### config.mk
export PLATFORM = sky130hd
export DESIGN_NAME = periph_bus_slave
export DESIGN_NICKNAME = d
export VERILOG_FILES = /design/src/rtl/periph_bus_slave_pkg.sv /design/src/rtl/periph_timer.sv /design/src/rtl/periph_bus_slave.sv
export SDC_FILE = /design/constraint.sdc
export NUM_CORES = 1
export LEC_CHECK = 0
export ABC_CLOCK_PERIOD_IN_PS = 1940
export BUFFER_PORTS_ARGS = -buffer_cell sky130_fd_sc_hd__buf_4
export CORE_MARGIN = 3
export CORE_UTILIZATION = 49
export DETAILED_ROUTE_END_ITERATION = 10
export PLACE_DENSITY = 0.86
export SLEW_MARGIN = 20
export SYNTH_ARGS = -nofsm -noshare
export SYNTH_HDL_FRONTEND = slang
export SYNTH_SLANG_ARGS = --single-unit
### constraint.sdc
create_clock -name clk -period 1.94 [get_ports clk]
set_input_delay 0.194 -clock clk [delete_from_list [all_inputs] [get_ports clk]]
set_output_delay 0.194 -clock clk [all_outputs]
set_load 0.02 [all_outputs]
### src/rtl/periph_bus_slave_pkg.sv
// Shared constants for the peripheral bus responder: register word indices and
// the bit positions inside TCON and UCON.
package periph_bus_slave_pkg;

  // Word index taken from addr[5:2]
  localparam logic [3:0] REG_TH     = 4'd0;
  localparam logic [3:0] REG_TL     = 4'd1;
  localparam logic [3:0] REG_TCON   = 4'd2;
  localparam logic [3:0] REG_LED    = 4'd3;
  localparam logic [3:0] REG_SWITCH = 4'd4;
  localparam logic [3:0] REG_DIGI   = 4'd5;
  localparam logic [3:0] REG_TXD    = 4'd6;
  localparam logic [3:0] REG_RXD    = 4'd7;
  localparam logic [3:0] REG_UCON   = 4'd8;

  // TCON bits
  localparam int unsigned TCON_EN = 0;
  localparam int unsigned TCON_IE = 1;
  localparam int unsigned TCON_IS = 2;

  // UCON bits
  localparam int unsigned UCON_TX_IE   = 0;
  localparam int unsigned UCON_RX_IE   = 1;
  localparam int unsigned UCON_TX_DONE = 2;
  localparam int unsigned UCON_RX_FULL = 3;
  localparam int unsigned UCON_TX_BUSY = 4;
  localparam int unsigned UCON_RX_OVR  = 5;
  localparam int unsigned UCON_TX_OVR  = 6;

endpackage

### src/rtl/periph_timer.sv
// Free-running reload timer: TL counts up while enabled and reloads from TH on
// wrap; the wrap latches an interrupt status bit when interrupts are enabled.
module periph_timer
  import periph_bus_slave_pkg::*;
(
  input  logic        clk_i,
  input  logic        rst_ni,
  input  logic        wr_th_i,
  input  logic        wr_tl_i,
  input  logic        wr_tcon_i,
  input  logic [31:0] wdata_i,
  output logic [31:0] th_o,
  output logic [31:0] tl_o,
  output logic [2:0]  tcon_o
);

  logic [31:0] th_q, th_d;
  logic [31:0] tl_q, tl_d;
  logic [2:0]  tcon_q, tcon_d;
  logic        ovf;

  assign ovf = tcon_q[TCON_EN] && (tl_q == 32'hFFFF_FFFF);

  // Count/reload first, then let CPU writes override the same-cycle overflow effect
  always_comb begin
    th_d   = th_q;
    tl_d   = tl_q;
    tcon_d = tcon_q;
    if (tcon_q[TCON_EN]) begin
      tl_d = ovf ? th_q : tl_q + 32'd1;
    end
    if (ovf && tcon_q[TCON_IE]) begin
      tcon_d[TCON_IS] = 1'b1;
    end
    if (wr_th_i)   th_d   = wdata_i;
    if (wr_tl_i)   tl_d   = wdata_i;
    if (wr_tcon_i) tcon_d = wdata_i[2:0];
  end

  // Timer state registers
  always_ff @(posedge clk_i or negedge rst_ni) begin
    if (!rst_ni) begin
      th_q   <= '0;
      tl_q   <= '0;
      tcon_q <= '0;
    end else begin
      th_q   <= th_d;
      tl_q   <= tl_d;
      tcon_q <= tcon_d;
    end
  end

  assign th_o   = th_q;
  assign tl_o   = tl_q;
  assign tcon_o = tcon_q;

endmodule

### src/rtl/periph_bus_slave.sv
// Memory-mapped peripheral responder: timer, LEDs, switches, 7-segment and UART
// byte buffers on the CPU data bus, plus the CPU interrupt request.
// Build option: define PERIPH_DIGI_EN to implement the 7-segment (DIGI) register.
module periph_bus_slave
  import periph_bus_slave_pkg::*;
#(
  parameter logic [31:0] BASE  = 32'h4000_0000,
  parameter int unsigned LED_W = 8,
  parameter int unsigned SW_W  = 8
) (
  input  logic              clk,
  input  logic              reset,
  input  logic              rd,
  input  logic              wr,
  input  logic [31:0]       addr,
  input  logic [31:0]       wdata,
  output logic [31:0]       rdata,
  output logic [LED_W-1:0]  led,
  input  logic [SW_W-1:0]   switch,
  output logic [11:0]       digi,
  output logic [7:0]        tx_data,
  output logic              tx_start,
  input  logic              tx_busy,
  input  logic [7:0]        rx_data,
  input  logic              rx_valid,
  output logic              irqout
);

  logic       sel;
  logic [3:0] idx;
  logic       rd_hit, wr_hit;

  logic [31:0] th, tl;
  logic [2:0]  tcon;

  logic [LED_W-1:0] led_q, led_d;
  logic [7:0]       tx_data_q, tx_data_d;
  logic             pending_q, pending_d;
  logic [7:0]       rxd_q, rxd_d;
  logic [6:0]       ucon_q, ucon_d;
  logic [6:0]       ucon_rd;
  logic             tx_busy_q;
  logic             irq_q, irq_d;

  logic unused_addr;
  assign unused_addr = ^addr[1:0];

  assign sel    = (addr[31:6] == BASE[31:6]);
  assign idx    = addr[5:2];
  assign rd_hit = rd & sel;
  assign wr_hit = wr & sel;

  periph_timer u_timer (
    .clk_i     (clk),
    .rst_ni    (reset),
    .wr_th_i   (wr_hit && (idx == REG_TH)),
    .wr_tl_i   (wr_hit && (idx == REG_TL)),
    .wr_tcon_i (wr_hit && (idx == REG_TCON)),
    .wdata_i   (wdata),
    .th_o      (th),
    .tl_o      (tl),
    .tcon_o    (tcon)
  );

  // Start is held only while a byte is pending and the core is idle; pending drops
  // on that edge, so the pulse is exactly one cycle and vanishes with reset.
  assign tx_start = pending_q & ~tx_busy;

  // Busy bit is live status, never stored
  always_comb begin
    ucon_rd               = ucon_q;
    ucon_rd[UCON_TX_BUSY] = pending_q | tx_busy;
  end

  // Next-state for LED, UART buffers and UCON; clears are applied before sets so
  // hardware events win over same-cycle read/W1C clears
  always_comb begin
    led_d                = led_q;
    tx_data_d            = tx_data_q;
    pending_d            = pending_q;
    rxd_d                = rxd_q;
    ucon_d               = ucon_q;
    ucon_d[UCON_TX_BUSY] = 1'b0;
    if (tx_start) pending_d = 1'b0;
    if (wr_hit) begin
      case (idx)
        REG_LED: led_d = wdata[LED_W-1:0];
        REG_TXD: begin
          if (pending_q) begin
            ucon_d[UCON_TX_OVR] = 1'b1;
          end else begin
            tx_data_d = wdata[7:0];
            pending_d = 1'b1;
          end
        end
        REG_UCON: begin
          ucon_d[UCON_TX_IE] = wdata[UCON_TX_IE];
          ucon_d[UCON_RX_IE] = wdata[UCON_RX_IE];
          if (wdata[UCON_RX_OVR]) ucon_d[UCON_RX_OVR] = 1'b0;
          if (wdata[UCON_TX_OVR]) ucon_d[UCON_TX_OVR] = 1'b0;
        end
        default: ;
      endcase
    end
    if (rd_hit && (idx == REG_UCON)) ucon_d[UCON_TX_DONE] = 1'b0;
    if (rd_hit && (idx == REG_RXD))  ucon_d[UCON_RX_FULL] = 1'b0;
    if (tx_busy_q && !tx_busy)       ucon_d[UCON_TX_DONE] = 1'b1;
    if (rx_valid) begin
      rxd_d                = rx_data;
      ucon_d[UCON_RX_FULL] = 1'b1;
      if (ucon_q[UCON_RX_FULL]) ucon_d[UCON_RX_OVR] = 1'b1;
    end
  end

  // Interrupt is computed from current state and registered, so it lags by one cycle
  always_comb begin
    irq_d = tcon[TCON_IS]
          | (ucon_q[UCON_TX_IE] & ucon_q[UCON_TX_DONE])
          | (ucon_q[UCON_RX_IE] & ucon_q[UCON_RX_FULL]);
  end

  // Peripheral state registers
  always_ff @(posedge clk or negedge reset) begin
    if (!reset) begin
      led_q     <= '0;
      tx_data_q <= '0;
      pending_q <= 1'b0;
      rxd_q     <= '0;
      ucon_q    <= '0;
      tx_busy_q <= 1'b0;
      irq_q     <= 1'b0;
    end else begin
      led_q     <= led_d;
      tx_data_q <= tx_data_d;
      pending_q <= pending_d;
      rxd_q     <= rxd_d;
      ucon_q    <= ucon_d;
      tx_busy_q <= tx_busy;
      irq_q     <= irq_d;
    end
  end

`ifdef PERIPH_DIGI_EN
  logic [11:0] digi_q;

  // 7-segment drive register
  always_ff @(posedge clk or negedge reset) begin
    if (!reset) begin
      digi_q <= '0;
    end else if (wr_hit && (idx == REG_DIGI)) begin
      digi_q <= wdata[11:0];
    end
  end

  assign digi = digi_q;
`else
  assign digi = '0;
`endif

  // Combinational read mux, zero outside the window or when rd is low
  always_comb begin
    rdata = '0;
    if (rd_hit) begin
      case (idx)
        REG_TH:     rdata = th;
        REG_TL:     rdata = tl;
        REG_TCON:   rdata = {29'd0, tcon};
        REG_LED:    rdata = {{(32 - LED_W){1'b0}}, led_q};
        REG_SWITCH: rdata = {{(32 - SW_W){1'b0}}, switch};
`ifdef PERIPH_DIGI_EN
        REG_DIGI:   rdata = {20'd0, digi_q};
`endif
        REG_TXD:    rdata = {24'd0, tx_data_q};
        REG_RXD:    rdata = {24'd0, rxd_q};
        REG_UCON:   rdata = {25'd0, ucon_rd};
        default:    rdata = '0;
      endcase
    end
  end

  assign led     = led_q;
  assign tx_data = tx_data_q;
  assign irqout  = irq_q;

endmodule

# Word-level counts from Yosys, hierarchy flattened
# Index checks and enable logic that the tools add are counted.
[word_totals]
register_bits = 100
inputBits = 86
wordCells = 79
out_inout_bits = 62
[op_classes]
n_reduce_logical = 19
bitwise_logic = 10
eq_ne = 11
mux = 23
n_addsub = 1
[op_table]
columns = ["operator", "n"]
rows = [
  ["$pmux W32 S8", 1],
  ["$mux W32", 4],
  ["$add A32 B1 Y32 const B", 1],
  ["$eq A32 B32 Y1 const B", 1],
  ["$eq A26 B25 Y1 const B", 1],
  ["$mux W1", 16],
  ["$eq A4 B3 Y1 const B", 3],
  ["$reduce_bool A2 Y1", 5],
  ["$eq A4 B2 Y1 const B", 2],
  ["$logic_and A1 B1 Y1", 8],
  ["$and A1 B1 Y1", 5],
  ["$eq A4 B1 Y1 const B", 1],
  ["$eq A4 B4 Y1 const B", 1],
  ["$logic_not A4 Y1", 1],
  ["$ne A2 B2 Y1 const B", 2],
  ["$reduce_and A2 Y1", 2],
  ["$reduce_and A4 Y1", 1],
  ["$mux W3", 1],
  ["$or A1 B1 Y1", 3],
  ["$reduce_and A3 Y1", 1],
  ["$not A1 Y1", 2],
  ["$pmux W1 S2", 1],
  ["$logic_not A1 Y1", 1],
]

# Logic depth before layout (Yosys ltp)
# Gate-level depths: netlist of the first run.
[depth]
word_depth = 6
ltp_mapped = 8
mapped_depth_nobuf = 7

# Cells and area by module
# Synthesis of the first run repeated with hierarchy kept, for this count alone.
[hier_totals]
hier_cells = 653
area_unflattened_um2 = 6372.4
[modules_own_cells]
columns = ["mod", "area_per_inst_um2", "instances", "seq_area_each_um2", "cells_each"]
rows = [
  ["periph_timer", 3788.6, 1, 1676.6, 386],
  ["periph_bus_slave", 2583.7, 1, 825.8, 267],
]

# Worst setup path before layout of the first run
# OpenSTA, ideal clock, no wires.
[synth_path]
path_type = "input port to output port"
start = "input addr[13]"
end = "output rdata[7]"
stages = 5
setup_slack_ns = -0.496
n_path_buf = 0
required_time_ns = 1.746
t_arrival_ns = 2.242
path_cell_list = "nor4_1 -> nand4_2 -> nor2_4 -> nand3_1 -> a2111oi_0"
[synth_via]
elab_chain_cells = 3
[synth_lines]
columns = ["element", "line", "rtl"]
rows = [
  ["start: declaration", "periph_bus_slave.sv:15", "input logic [31:0] addr,"],
  ["$eq A26 B25 Y1", "periph_bus_slave.sv:48", "assign sel = (addr[31:6] == BASE[31:6]);"],
  ["$and A1 B1 Y1", "periph_bus_slave.sv:50", "assign rd_hit = rd & sel;"],
  ["$mux W32", "periph_bus_slave.sv:163", "if (rd_hit) begin"],
  ["end: declaration", "periph_bus_slave.sv:17", "output logic [31:0] rdata,"],
]
# Every way passes these cells.

# Worst setup path after layout of the first run
[layout_path]
start = "register u_timer.tl_q[16] (netlist: u_timer.tl_o[16])"
end = "register u_timer.tl_q[1] (netlist: u_timer.tl_o[1])"
[layout_via]
elab_chain_cells = 5
[layout_lines]
columns = ["element", "line", "rtl"]
rows = [
  ["start: declaration", "periph_timer.sv:18", "logic [31:0] tl_q, tl_d;"],
  ["start signal: assignment", "periph_timer.sv:48", "tl_q <= tl_d;"],
  ["$eq A32 B32 Y1", "periph_timer.sv:22", "assign ovf = tcon_q[TCON_EN] && (tl_q == 32'hFFFF_FFFF);"],
  ["$logic_and A1 B1 Y1", "periph_timer.sv:22", ""],
  ["$mux W32", "periph_timer.sv:30", "tl_d = ovf ? th_q : tl_q + 32'd1;"],
  ["$mux W32", "periph_timer.sv:29", "if (tcon_q[TCON_EN]) begin"],
  ["$mux W32", "periph_timer.sv:36", "if (wr_tl_i) tl_d = wdata_i;"],
]
# Every way passes these cells. The select of a mux whose other input is x is not followed.
# A chain may end at the register's enable or synchronous reset.

==> summary.md, run 1 <==
| Metric | Value |
|---|---|
| H-tree depth | `3` |
| Post-detailed-route via-to-cell ratio | `~6.3` |
| Die height | `around 120 microns` |
| Syn Inst Count | `between 600 and 700` |
| I/O pin count | `about 150` |
| Row count | `39` |
| Total power divided by cell area | `just under 500 nW/um^2` |
| Startpoint of the tightest hold check path | `wdata[22]` |
| Net Sw Power | `roughly 1.1 mW` |
| Post-layout worst setup margin | `-128 ps` |
| Outcome | `complete, but fails checks` |
| Maximum count of clock buffers along a single path | `2` |
| CTS clk-pin slew, worst paths | `approximately 70 ps` |
| Instance area after placement | `just under 8000 sq um` |
| Routability congestion estimate from global placement | `between 0.9 and 1` |
| Number of flip-flops and latches in the synthesized netlist | `100` |
| Number of warnings issued by yosys | `0` |
| Area growth from synthesis to layout | `42.7%` |
| Required @ worst endpoint | `around 2200 ps` |
| Nets@finish | `roughly 940` |
| CTS tree | `yes` |
| Critical path launch point type | `register` |
| Final period util | `107%` |
| Remaining global-route overflow | `0` |
| Combinational share of power | `a little under a tenth` |
| Die outline width | `roughly 120 microns` |
| Antenna Nets Post-Route | `0` |
| Library cells used by synthesis | `67` |
| Number of logic stages on the critical path including buffering | `7` |
| Die ar. | `approximately 14000 sq um` |
| Cell breakdown of the critical path | `nand3_4 -> or4_4 -> nor4_4 -> buf_4 -> mux2i_1 -> a211oi_1 -> a21o_1` |
| WHS Endpoint | `u_timer.tl_o[22]` |
| Critical R2R Capture | `u_timer.tl_o[1]` |
| Hold violation count in the final report | `0` |
| CTS buffer count | `9` |
| Clk_lat worst skew | `350 ps` |
| Max_cap viols | `0` |
| Final min period | `2070 ps` |
| Worst hold-check path type | `in2reg` |
| Post-synth design cell area | `slightly above 6000 sq um` |
| Core Footprint | `11700 sq um` |
| First-iteration detailed-routing DRC count | `618` |
| Final-layout setup total negative slack | `-803 ps` |
| Dpl ws | `-193 ps` |
| Clock Skew | `3.99 ps` |
| Cell internal power dissipation | `roughly 3.2 mW` |
| Number of input and output port buffers inserted | `133` |
| Via count of the routed design | `approximately 6.2k` |
| Initial core utilization | `about half` |
| Maximum VDD drop | `499 uV` |
| Failing checks | `negative setup slack` |
| Reg power frac | `49.9%` |
| Area of all placed cells without fillers | `about 8600 sq um` |
| DRC viols | `0` |
| Critical path's slowest cell | `sky130_fd_sc_hd__or4_4` |
| Final Routed Wirelength | `just over 20 mm` |
| Proportion of synthesized chip area in sequential cells | `about two fifths` |
| Slew Limit Fails | `0` |
| Setup repair after global routing missed its margin | `yes` |
| Via count of the first global-routing pass | `slightly above 6k` |
| Critical Path Sink Type | `register` |
| Minimum setup slack among reg-to-reg paths | `-130 ps` |
| First-pass GRT wire length | `31.0 mm` |
| Proportion of layout cells with a drive suffix above 1 | `around 47%` |
| Critical Path AT | `2320 ps` |
| DPL Wire Length | `~15 mm` |
| Worst Reg-to-Reg Cells | `7` |
| Setup violation total in the final timing report | `18` |
| Worst setup path class | `reg2reg` |
| Maximum clock rate | `a little under 500 MHz` |
| EDFF count, synth | `0` |
| Clock Root Buffer | `sky130_fd_sc_hd__clkbuf_16` |
| Maximum number of pins on one net before global-route repair | `36` |
| Leak pwr | `approximately 3.8 nW` |
| Count of cells along the worst hold path | `3` |
| Number of antenna violations at the first check in global routing | `0` |
| DR WL/cell | `~20 microns` |
| Max-slew headroom | `65.4%` |
| Clock sink count | `100` |
| Worst path max stage delay | `between 500 and 600 ps` |
| Async S/R FF share, synth | `100%` |
| Tot GR Track Use | `between 20 and 30%` |
| Relative contribution of the clock network to total power | `around 41%` |
| CP max FO | `4` |
| Switching fraction of total power | `25.0%` |
| Reg-to-reg critical path startpoint | `u_timer.tl_o[16]` |
| Worst-margin pin slew | `518 ps` |
| Post-Route Utilization | `roughly 74%` |
| Buffers and inverters on the worst path | `1` |
| Post-Syn Area per Cell | `approximately 9.6 sq um` |
| 1st-pass router iterations | `7` |
| Family with the most delay on the worst path | `simple AND/OR/NAND/NOR gates` |
| Most instantiated flip-flop cell in the synthesis netlist | `sky130_fd_sc_hd__dfrtp_1` |
| Diode insertion count for antenna repair | `0` |
layout make-up:
class | count | area, sq um
clock buffers | 10 | 229
clock inverters | 6 | 48.8
fillers | 808 | 3100
inverters | 6 | 22.5
multi-input cells | 481 | 3610
flip-flops and latches | 100 | 2500
well taps | 143 | 179
repair buffers | 253 | 2020
layer usage:
metal / wire (microns) / GRT usage (%)
met2: 10300 / 48.7
met4: 557 / 10.9
met1: 8030 / 36.5
met5: 0 / 0
met3: 1610 / 6.07
per-stage QoR:
step	std cells	hold WS, ps	power [mW]
detailed placement	965	172	2.52
floorplan	639	-102	2.29
CTS	992	54.7	4.23
global placement	965	163	2.51
global route	999	66.5	4.37
finish	999	53.7	4.23
worst reg2reg max path, delay by kind of cell (launching register included):
kind / cells / cell delay (ps)
DFF: 1 / 410
AOI/OAI and AO/OA: 2 / 260
muxes: 1 / 180
buffers and inverters: 1 / 200
and+or+nand+nor: 3 / 900
synthesized netlist by cell type, drive strengths merged (6+ instances only):
cell / count / area [sq um]
dfrtp: 100 / 2500
mux2i: 9 / 90.1
nand3: 32 / 173
nand2: 53 / 209
o22ai: 6 / 37.5
o31ai: 13 / 103
nor4: 12 / 120
nor3: 16 / 96.4
nand4: 12 / 81.3
and3: 8 / 52.6
a22oi: 34 / 255
a22o: 6 / 52.6
clkbuf: 27 / 104
nor2: 68 / 265
a31oi: 13 / 81.3
inv: 6 / 22.5
mux2: 65 / 732
o21ai: 18 / 90.1
o211ai: 7 / 52.6
xnor2: 10 / 87.6
buf: 26 / 186
a211oi: 6 / 45.0
a21oi: 33 / 165
sequential cells by signal, indices dropped and copies added (netlist names), 3 cells and up:
register        count
tx_data             8
u_timer.tcon_o      3
u_timer.tl_o       32
u_timer.th_o       32
led                 8
ucon_q              6
rxd_q               8
kinds of logic (layout without fill, tap and decap cells):
kind of cell	count (synthesis)	after routing	share of synthesized area, %
other	1	12	0.0622
buffers and inverters	59	275	5.19
flip-flops	100	100	41.5
AND/OR/NAND/NOR	226	227	20.4
AO/OA/AOI/OAI	156	156	17.4
adder cells (fa/ha/maj)	1	1	0.207
XOR/XNOR	11	11	1.60
multiplexers	74	74	13.6
layout by cell type, fill, tap and decap left out, drive strengths merged, types with 7 or more instances in the layout:
cell    count
nor2       68
mux2       65
a22oi      34
nand4      12
nor3       16
clkbuf     10
nor4       12
mux2i       9
nand3      32
nand2      54
and3        8
a21oi      33
o21ai      18
o211ai      7
buf       251
o31ai      13
conb       12
xnor2      10
a31oi      13
inv         8
dfrtp     100
power by group through the flow:
stage               clock (mW)  combinational, mW  sequential, mW
floorplan                    0              0.143            2.15
global placement             0              0.360            2.15
detailed placement           0              0.373            2.15
CTS                       1.74              0.379            2.11
global route              1.83              0.427            2.11
finish                    1.72              0.396            2.11
worst max path at each step:
| stage | start | end |
|---|---|---|
| final | u_timer.tl_o[16] | u_timer.tl_o[1] |
| after global routing | u_timer.tl_o[0] | u_timer.tl_o[1] |
| after CTS | u_timer.tl_o[29] | u_timer.tl_o[1] |
| after detailed placement | addr[13] | tx_data[6] |
| after global placement | addr[13] | tx_data[5] |
| after floorplan | addr[3] | rdata[27] |
repair_timing:
action	CTS	global route
gates cloned	0	1
gates resized for setup	12	68
hold endpoints to repair	31	0
setup buffers	9	6
hold buffers	2	0
pin swaps	9	26
setup endpoints to repair	54	64
Note: power is estimated with default switching activity, not from simulation.
==> run 2, diff against run 1 <==
Settings changed: CORE_MARGIN 3 to unset, RECOVER_POWER set to 25.
==> run 2 against run 1 <==
Net effect:
- the flow still finishes with violations (negative setup slack)
- via count decreased by 2.2%
- total power increased by 2.9%
- final cell count shrank 0.80%
- first-iteration DRC count decreased by 12%
- count of clock-buffer cells in the layout up 1
- global-route usage up 1.8 points
- critical endpoint unchanged
- highest routed layer unchanged
==> summary.md, run 2 (same netlist as run 1, synthesis figures left out) <==
| Metric | Value |
|---|---|
| Initial core utilization | `50.2% (was 51.5%)` |
| Tot GR Track Use | `30.6% (was 28.9%)` |
| DPL Wire Length | `13.9 mm (was 14.6 mm)` |
| Hold violation count in the final report | `0 (unchanged)` |
| Post-layout worst setup margin | `-109 ps (was -128 ps)` |
| Count of cells along the worst hold path | `3 (unchanged)` |
| Net Sw Power | `1.03 mW (was 1.06 mW)` |
| Startpoint of the tightest hold check path | `wdata[28] (was wdata[22])` |
| I/O pin count | `148 (unchanged)` |
| Leak pwr | `3.74 nW (was 3.80 nW)` |
| Proportion of layout cells with a drive suffix above 1 | `45.9% (was 47.4%)` |
| Worst-margin pin slew | `1030 ps (was 518 ps)` |
| Final min period | `2050 ps (was 2070 ps)` |
| Clock Root Buffer | `sky130_fd_sc_hd__clkbuf_16 (unchanged)` |
| Clock sink count | `100 (unchanged)` |
| Number of antenna violations at the first check in global routing | `0 (unchanged)` |
| Post-detailed-route via-to-cell ratio | `6.17 (was 6.25)` |
| WHS Endpoint | `u_timer.tl_o[28] (was u_timer.tl_o[22])` |
| Combinational share of power | `8.9% (was 9.4%)` |
| First-pass GRT wire length | `30.8 mm (was 31.0 mm)` |
| Critical path launch point type | `register (unchanged)` |
| Maximum clock rate | `488 MHz (was 484 MHz)` |
| Critical Path AT | `2290 ps (was 2320 ps)` |
| CTS tree | `yes (unchanged)` |
| Maximum count of clock buffers along a single path | `2 (unchanged)` |
| Max_cap viols | `0 (unchanged)` |
| Reg power frac | `48.5% (was 49.9%)` |
| Reg-to-reg critical path startpoint | `u_timer.tl_o[1] (was u_timer.tl_o[16])` |
| Area growth from synthesis to layout | `40.1% (was 42.7%)` |
| CP max FO | `3 (was 4)` |
| Worst setup path class | `reg2reg (unchanged)` |
| First-iteration detailed-routing DRC count | `542 (was 618)` |
| Via count of the routed design | `6111 (was 6247)` |
| Max-slew headroom | `31.4% (was 65.4%)` |
| DR WL/cell | `19.4 microns (was 20.5 microns)` |
| Routability congestion estimate from global placement | `0.936 (was 0.974)` |
| Relative contribution of the clock network to total power | `42.6% (was 40.7%)` |
| Number of input and output port buffers inserted | `133 (unchanged)` |
| Die ar. | `12800 sq um (was 13700 sq um)` |
| Setup violation total in the final timing report | `7 (was 18)` |
| DRC viols | `0 (unchanged)` |
| Final period util | `106% (was 107%)` |
| Setup repair after global routing missed its margin | `yes (unchanged)` |
| Row count | `40 (was 39)` |
| 1st-pass router iterations | `5 (was 7)` |
| Via count of the first global-routing pass | `6252 (was 6215)` |
| CTS clk-pin slew, worst paths | `70 ps (about the same)` |
| Minimum setup slack among reg-to-reg paths | `-110 ps (was -130 ps)` |
| Maximum VDD drop | `451 uV (was 499 uV)` |
| Outcome | `complete, but fails checks (unchanged)` |
| Required @ worst endpoint | `2180 ps (was 2190 ps)` |
| Final Routed Wirelength | `19.2 mm (was 20.5 mm)` |
| Post-Route Utilization | `70.4% (was 73.5%)` |
| Nets@finish | `926 (was 938)` |
| Remaining global-route overflow | `0 (unchanged)` |
| Dpl ws | `-193 ps (about the same)` |
| Commonest cells after routing, fill and taps aside | `sky130_fd_sc_hd__buf_4, sky130_fd_sc_hd__dfrtp_1, sky130_fd_sc_hd__mux2_2, sky130_fd_sc_hd__nor2_1, sky130_fd_sc_hd__nand2_1 (unchanged)` |
| Critical Path Sink Type | `register (unchanged)` |
| Total power divided by cell area | `515 nW/um^2 (was 491 nW/um^2)` |
| Failing checks | `negative setup slack (unchanged)` |
| Die height | `113 microns (was 117 microns)` |
| Worst Reg-to-Reg Cells | `8 (was 7)` |
| Die outline width | `113 microns (was 117 microns)` |
| Clk_lat worst skew | `350 ps (about the same)` |
| Critical R2R Capture | `u_timer.tl_o[1] (unchanged)` |
| Cell internal power dissipation | `3.32 mW (was 3.17 mW)` |
| Worst hold-check path type | `in2reg (unchanged)` |
| Core Footprint | `12000 sq um (was 11700 sq um)` |
| Most common library cell in the layout ignoring fill and taps | `sky130_fd_sc_hd__buf_4 (unchanged)` |
| CTS buffer count | `9 (unchanged)` |
| Slew Limit Fails | `0 (unchanged)` |
| Antenna Nets Post-Route | `0 (unchanged)` |
| Diode insertion count for antenna repair | `0 (unchanged)` |
| Switching fraction of total power | `23.6% (was 25.0%)` |
| Clock Skew | `4.75 ps (was 3.99 ps)` |
| H-tree depth | `3 (unchanged)` |
| Maximum number of pins on one net before global-route repair | `42 (was 36)` |
==> run 2: changes by cell type in the layout (fill, tap and decap cells not counted), moves of 3 or more <==
cell                      change
sky130_fd_sc_hd__buf_4       -11
sky130_fd_sc_hd__a21oi_1      -4
sky130_fd_sc_hd__a21oi_2      +4
sky130_fd_sc_hd__buf_6        -4
sky130_fd_sc_hd__o21ai_2      -3
==> run 2: cell type report <==
type / count / area (sq um)
Clock inverter: 5 / 60.1
Multi-Input combinational cell: 480 / 3530
Sequential cell: 100 / 2500
Fill cell: 875 / 3560
Inverter: 6 / 22.5
Timing Repair Buffer: 242 / 1910
Tap cell: 147 / 184
Clock buffer: 11 / 243
==> run 2: power by group through the flow <==
stage,registers [mW],logic (mW),clock network (mW)
floorplan,2.15,0.143,0
global placement,2.15,0.357,0
detailed placement,2.15,0.369,0
CTS,2.11,0.379,1.87
global route,2.11,0.419,1.94
finish,2.11,0.386,1.85
==> run 2: how the worst max path moves through the flow <==
stage	start	to	slack, ps	cells past startpoint
after global routing	u_timer.tl_o[1]	u_timer.tl_o[1]	-230	8
after CTS	u_timer.tl_o[15]	u_timer.tl_o[1]	-50	7
after global placement	addr[13]	tx_data[3]	-110	9
after floorplan	addr[3]	rdata[27]	-10	6
after detailed placement	addr[13]	tx_data[2]	-190	9
final	u_timer.tl_o[1]	u_timer.tl_o[1]	-110	8
==> run 2: critical path: stages (launching register included) <==
cell                       delay (ps)
sky130_fd_sc_hd__dfrtp_1          370
sky130_fd_sc_hd__ha_2             210
sky130_fd_sc_hd__nand3_2           90
sky130_fd_sc_hd__or4_4            440
sky130_fd_sc_hd__nor4_4           200
sky130_fd_sc_hd__buf_4            190
sky130_fd_sc_hd__mux2i_1          190
sky130_fd_sc_hd__a211oi_1          90
sky130_fd_sc_hd__a21o_1           160
==> run 2: timing repair <==
| item | in CTS | in global routing |
|---|---|---|
| setup endpoints to repair | 41 | 60 |
| endpoints found under the hold margin | 37 | 0 |
| resized for setup | 16 | 47 |
| hold buffers | 2 | 0 |
| buffers inserted | 8 | 4 |
| gates cloned | 0 | 0 |
| pin swaps | 4 | 20 |
==> run 2: stage by stage <==
step / power, mW / TNS (ps) / hold slack [ps] / std cells / instance area, sq um
3_3_place_gp: 2.51 / -4800 / 202 / 963 / 7790
3_5_place_dp: 2.52 / -11310 / 202 / 963 / 7790
4_1_cts: 4.36 / -169 / 54.4 / 989 / 8260
2_1_floorplan: 2.29 / -83.3 / -102 / 639 / 6100
6_report: 4.35 / -322 / 55.8 / 991 / 8450
5_1_grt: 4.47 / -2690 / 71.4 / 991 / 8450
==> run 2: layer usage <==
| metal | track usage (%) | wire (microns) | vias to the layer above | share of wire, % |
|---|---|---|---|---|
| li1 | - | - | 2738 | - |
| met5 | 0 | 0 | - | 0 |
| met4 | 11.2 | 486 | 0 | 2.5 |
| met1 | 37.8 | 7630 | 2990 | 40 |
| met3 | 6.00 | 1350 | 52 | 7.0 |
| met2 | 53.3 | 9760 | 331 | 51 |
